==> src/rtl/arith_pkg.sv <==
// Shared types and constants for the arithmetic status stage.
package arith_pkg;

  localparam int ARITH_WIDTH = 32;
  localparam int OVF_CNT_W   = 16;

  typedef struct packed {
    logic c;
    logic v;
    logic z;
    logic n;
  } arith_flags_t;

  localparam int FLAGS_W = $bits(arith_flags_t);

endpackage

==> src/rtl/arith_skid_buf.sv <==
// Two-entry skid buffer (OUT + SKID) with a registered ready that equals "SKID empty".
module arith_skid_buf #(
  parameter int W = 36
) (
  input  logic         clk,
  input  logic         rst_n,
  input  logic         in_valid,
  output logic         in_ready,
  input  logic [W-1:0] in_data,
  output logic         out_valid,
  input  logic         out_ready,
  output logic [W-1:0] out_data
);

  logic [W-1:0] out_q, out_d, skid_q, skid_d;
  logic         out_vld_q, out_vld_d, skid_vld_q, skid_vld_d;
  logic         rdy_q, rdy_d;
  logic         in_xfer, out_xfer;

  assign in_xfer  = in_valid & rdy_q;
  assign out_xfer = out_vld_q & out_ready;

  always_comb begin
    out_d      = out_q;
    out_vld_d  = out_vld_q;
    skid_d     = skid_q;
    skid_vld_d = skid_vld_q;
    if (out_xfer) begin
      // A full SKID implies rdy_q is low, so no input can arrive alongside the refill.
      if (skid_vld_q) begin
        out_d      = skid_q;
        skid_vld_d = 1'b0;
      end else if (in_xfer) begin
        out_d = in_data;
      end else begin
        out_vld_d = 1'b0;
      end
    end else if (in_xfer) begin
      if (!out_vld_q) begin
        out_d     = in_data;
        out_vld_d = 1'b1;
      end else begin
        skid_d     = in_data;
        skid_vld_d = 1'b1;
      end
    end
    rdy_d = ~skid_vld_d;
  end

  always_ff @(posedge clk or negedge rst_n) begin
    if (!rst_n) begin
      out_q      <= '0;
      skid_q     <= '0;
      out_vld_q  <= 1'b0;
      skid_vld_q <= 1'b0;
      rdy_q      <= 1'b0;
    end else begin
      out_q      <= out_d;
      skid_q     <= skid_d;
      out_vld_q  <= out_vld_d;
      skid_vld_q <= skid_vld_d;
      rdy_q      <= rdy_d;
    end
  end

  assign in_ready  = rdy_q;
  assign out_valid = out_vld_q;
  assign out_data  = out_q;

endmodule

==> src/rtl/arith_status_stage.sv <==
// Registers an arithmetic result with c/v/z/n flags behind a two-entry skid buffer.
// Optional sticky overflow flag and saturating overflow counter: define ARITH_STICKY_OVF_EN.
module arith_status_stage
  import arith_pkg::*;
#(
  parameter int WIDTH = ARITH_WIDTH
) (
  input  logic                 clk,
  input  logic                 rst_n,
  input  logic                 in_valid,
  output logic                 in_ready,
  input  logic [WIDTH-1:0]     in_g,
  input  logic                 in_cout,
  input  logic                 in_v,
  output logic                 out_valid,
  input  logic                 out_ready,
  output logic [WIDTH-1:0]     out_g,
  output logic                 out_c,
  output logic                 out_v,
  output logic                 out_z,
  output logic                 out_n,
  input  logic                 clr_sticky,
  output logic                 sticky_v,
  output logic [OVF_CNT_W-1:0] ovf_count
);

  localparam int PW = WIDTH + FLAGS_W;

  function automatic arith_flags_t calc_flags(input logic [WIDTH-1:0] g,
                                              input logic cout, input logic v);
    arith_flags_t f;
    f.c = cout;
    f.v = v;
    f.z = (g == '0);
    f.n = g[WIDTH-1];
    return f;
  endfunction

  logic [PW-1:0] in_payload, out_payload;
  arith_flags_t  out_flags;

  assign in_payload = {in_g, calc_flags(in_g, in_cout, in_v)};

  arith_skid_buf #(.W(PW)) u_buf (
    .clk       (clk),
    .rst_n     (rst_n),
    .in_valid  (in_valid),
    .in_ready  (in_ready),
    .in_data   (in_payload),
    .out_valid (out_valid),
    .out_ready (out_ready),
    .out_data  (out_payload)
  );

  assign {out_g, out_flags} = out_payload;
  assign out_c = out_flags.c;
  assign out_v = out_flags.v;
  assign out_z = out_flags.z;
  assign out_n = out_flags.n;

`ifdef ARITH_STICKY_OVF_EN
  function automatic logic [OVF_CNT_W-1:0] sat_inc(input logic [OVF_CNT_W-1:0] x);
    return (x == '1) ? x : x + 1'b1;
  endfunction

  logic                 sticky_q, sticky_d, ovf_evt;
  logic [OVF_CNT_W-1:0] cnt_q, cnt_d;

  assign ovf_evt = in_valid & in_ready & in_v;

  // A clear coinciding with an overflow restarts the count at that overflow.
  always_comb begin
    sticky_d = sticky_q | ovf_evt;
    cnt_d    = ovf_evt ? sat_inc(cnt_q) : cnt_q;
    if (clr_sticky) begin
      sticky_d = ovf_evt;
      cnt_d    = ovf_evt ? OVF_CNT_W'(1) : '0;
    end
  end

  always_ff @(posedge clk or negedge rst_n) begin
    if (!rst_n) begin
      sticky_q <= 1'b0;
      cnt_q    <= '0;
    end else begin
      sticky_q <= sticky_d;
      cnt_q    <= cnt_d;
    end
  end

  assign sticky_v  = sticky_q;
  assign ovf_count = cnt_q;
`else
  logic unused_clr;
  assign unused_clr = clr_sticky;
  assign sticky_v   = 1'b0;
  assign ovf_count  = '0;
`endif

endmodule

==> config.mk <==
export PLATFORM = sky130hd
export DESIGN_NAME = arith_status_stage
export DESIGN_NICKNAME = d
export VERILOG_FILES = /design/src/rtl/arith_pkg.sv /design/src/rtl/arith_skid_buf.sv /design/src/rtl/arith_status_stage.sv
export SDC_FILE = /design/constraint.sdc
export NUM_CORES = 1
export LEC_CHECK = 0
export CAP_MARGIN = 20
export CORE_UTILIZATION = 45
export CTS_CLUSTER_DIAMETER = 30
export DETAILED_ROUTE_END_ITERATION = 6
export PLACE_DENSITY = 0.75
export REMOVE_ABC_BUFFERS = 1
export SETUP_SLACK_MARGIN = 0.1
export SLEW_MARGIN = 20
export SYNTH_ARGS = -nofsm -noshare
export SYNTH_HDL_FRONTEND = slang
export SYNTH_HIERARCHICAL = 1
export SYNTH_SLANG_ARGS = --single-unit
==> constraint.sdc <==
create_clock -name clk -period 3.1 [get_ports clk]
set_clock_uncertainty 0.05 [all_clocks]
set_input_delay 0.31 -clock clk [delete_from_list [all_inputs] [get_ports clk]]
set_output_delay 0.31 -clock clk [all_outputs]
set_load 0.02 [all_outputs]
==> reports/qor.csv <==
stage;metric;value;unit
critical_path;crit_arrival;1.93;ns
clock_network;clk_pin_slew;0.08;ns
timing;holdWs;0.05311;ns
timing;setup_tns;0;ns
clock_network;cts.sinks;75;
route;drt-pass1-iter-count;4;
yosys;synth_warnings;6;
power_and_ir_drop;netSwitchingPower;1.671;mW
critical_path;end_kind;primary output;
floorplanning;core-area;0.007727;mm²
placed_design;place.gp.congestion;0.7822;
layout;syn2layout_area_growth;25.34;%
timing;max-slew-margin-rel;38.33;%
route;antenna_left;0;
timing;hold_viol_final;0;
timing;fin_crit_sh;73.74;%
route;wl;7766;µm
yosys;synth_ff_type;dfrtp_1;
clock_network;post_cts_buffers;0;
yosys;yosys.area.top_type;dfrtp_1;
critical_path;critPathRequiredTime;2.74;ns
timing;setup_viol;0;
timing;layout_setup_ws;0.8140;ns
grt;grt_pass1_vias;2633;
flow_run;drv_cap;0;
floorplanning;rows;32;
route;wire_per_inst;14.60;µm
clock_network;cts_resized;0;
yosys;synth_edf_count;0;
critical_path;critPathMaxFanout;19;
layout;post-route-util;58.47;%
critical_path;reg2reg_depth;4;
yosys;synth_top_cells_by_area;dfrtp_1 (52%), o21ai_0 (10%), mux2_2 (8.7%), nand4_1 (6.6%), inv_1 (4.0%);
power_and_ir_drop;leakage;2.031;nW
grt;grt_max_degree;76;
yosys;synth_common_cells;dfrtp_1 (75), o21ai_0 (73), inv_1 (38), nand2_1 (38), nand4_1 (38);
clock_network;insertion_delay;0.35;ns
clock_network;cts_tree;done;
clock_network;cts_buffers;9;
floorplanning;initial_core_util;46.65;%
critical_path;path_delay_family;flip-flops;
power_and_ir_drop;p_clk_share;16.7;%
route;drc;0;
min_path;hp-class;input pin to asynchronous set/reset pin;
power_and_ir_drop;power.internal;2.823;mW
layout;drive_gt1_share;14.88;%
grt;antenna_found_initial;0;
placed_design;pre_cts_ws;0.9068;ns
placed_design;portBuffers;75;
placed_design;hpwl;5069;µm
clock_network;htreeDepth;3;
yosys;yosysSeqAreaShare;52.07;%
timing;rsz0062_at_grt;false;
grt;gr-total-overflow;0;
power_and_ir_drop;p_comb_share;43.3;%
timing;fmax;0.4374;GHz
floorplanning;ios;94;
route;drt_iter0_drc;212;
floorplanning;die_height;91.50;µm
clock_network;holdBufCountCts;0;
critical_path;reg2reg_setup_slack;1.06;ns
yosys;syn_inst;358;
yosys;syn_area_per_cell;10.07;µm²
yosys;syn_area;0.003605;mm²
layout;diodes;0;
timing;worst_pin_slew;0.9251;ns
critical_path;critPathBufInv;1;
power_and_ir_drop;power;4.494;mW
power_and_ir_drop;p_seq_share;40.0;%
floorplanning;die_w;91.50;µm
yosys;async_flop_share;100.0;%
critical_path;cp_slowest_cell;dfrtp_1;
yosys;yosys_register_bits;75;
timing;finalCriticalPeriod;2.286;ns
timing;maxSlewViolCount;0;
critical_path;path_depth;1;
power_and_ir_drop;p_sw_share;37.19;%
grt;grt_usage;19.96;%
critical_path;r2r_start;u_buf/skid_vld_q$_DFF_PN0_;
yosys;synth_cell_types;22;
critical_path;crit_type;flip-flop to primary output;
route;viasPerCell;5.218;
power_and_ir_drop;ir_drop;0.4096;mV
critical_path;reg2reg_to;u_buf/out_data[0]$_DFFE_PN0P_;
clock_network;clk_path_buf_depth;2;
floorplanning;design.die.area;0.008372;mm²
route;vias;2776;
layout;num-nets-final;464;
critical_path;max_stage_delay;0.85;ns
grt;grt_pass1_wl;13080;µm
yosys;post-synth-top-area-fraction;52.07;%
run_status;status;finished, final reports clean;
clock_network;cts_root_buf;clkbuf_8;
yosys;post-synth-top-count-cell;dfrtp_1;
power_and_ir_drop;powerDensity;994.7;mW/mm²
critical_path;path_cells;clkdlybuf4s50_1;
critical_path;critPathLaunchType;flip-flop;
## layout by cell type (no fill, tap or decap), types with 8 or more instances in the layout
cell             instances
o21ai_0                 73
nand2_1                 38
dfrtp_1                 75
buf_4                   10
mux2_2                  28
conb_1                  17
nand4_1                 38
mux2_4                   8
clkbuf_8                10
inv_1                   38
clkdlybuf4s50_1         74
## through the flow
step,std cells,area [µm²]
5_1_grt,532,4518
3_5_place_dp,516,4324
4_1_cts,532,4518
6_report,532,4518
3_3_place_gp,516,4324
2_1_floorplan,330,3381
## metal layers
metal | wire [µm] | global-route usage (%) | part of all wire (%) | vias to the layer above
li1 | - | - | - | 1332
met4 | 133 | 8.995 | 1.7 | 0
met2 | 3667 | 31.08 | 47 | 104
met1 | 3492 | 27.17 | 45 | 1328
met5 | 0 | 0 | 0 | -
met3 | 472 | 3.518 | 6.1 | 12
## kinds of logic after synthesis
group / after synthesis / synth area share (%)
and+or+nand+nor: 88 / 12.81
muxes: 36 / 12.08
buffers and inverters: 82 / 11.84
DFF: 75 / 52.07
AOI/OAI and AO/OA: 76 / 11.11
other: 1 / 0.1040
## area by class of cell
class                           instances  area, µm²
Tap cell                              102      127.6
Clock buffer                           11      141.4
Multi-Input combinational cell        217       1361
Timing Repair Buffer                   84      815.8
Clock inverter                          5      52.55
Sequential cell                        75       1877
Fill cell                             647       3209
Inverter                               38      142.6
## power by group through the flow
| stage | registers [mW] | logic [mW] | clock network (mW) |
|---|---|---|---|
| after global routing | 1.87 | 2.12 | 0.802 |
| after CTS | 1.80 | 1.97 | 0.763 |
| after floorplan | 2.09 | 0.796 | 0 |
| final | 1.80 | 1.95 | 0.751 |
| after global placement | 1.79 | 1.91 | 0 |
| after detailed placement | 1.82 | 1.96 | 0 |
## worst max path at each step
stage                                     start                             to
floorplan           u_buf/out_valid$_DFFE_PN0P_    u_buf/skid_q[0]$_DFFE_PN0P_
global placement                      out_ready  u_buf/out_data[6]$_DFFE_PN0P_
detailed placement                    out_ready  u_buf/out_data[0]$_DFFE_PN0P_
CTS                 u_buf/out_valid$_DFFE_PN0P_                      out_valid
global route        u_buf/out_valid$_DFFE_PN0P_                      out_valid
finish              u_buf/out_valid$_DFFE_PN0P_                      out_valid
## registers in the layout, summed over array words and instances (netlist names)
| signal | flops |
|---|---|
| u_buf/out_data | 36 |
| u_buf/skid_q | 36 |
| u_buf/in_ready | 1 |
| u_buf/out_valid | 1 |
| u_buf/skid_vld_q | 1 |
Power figures use the tool's default switching activity.
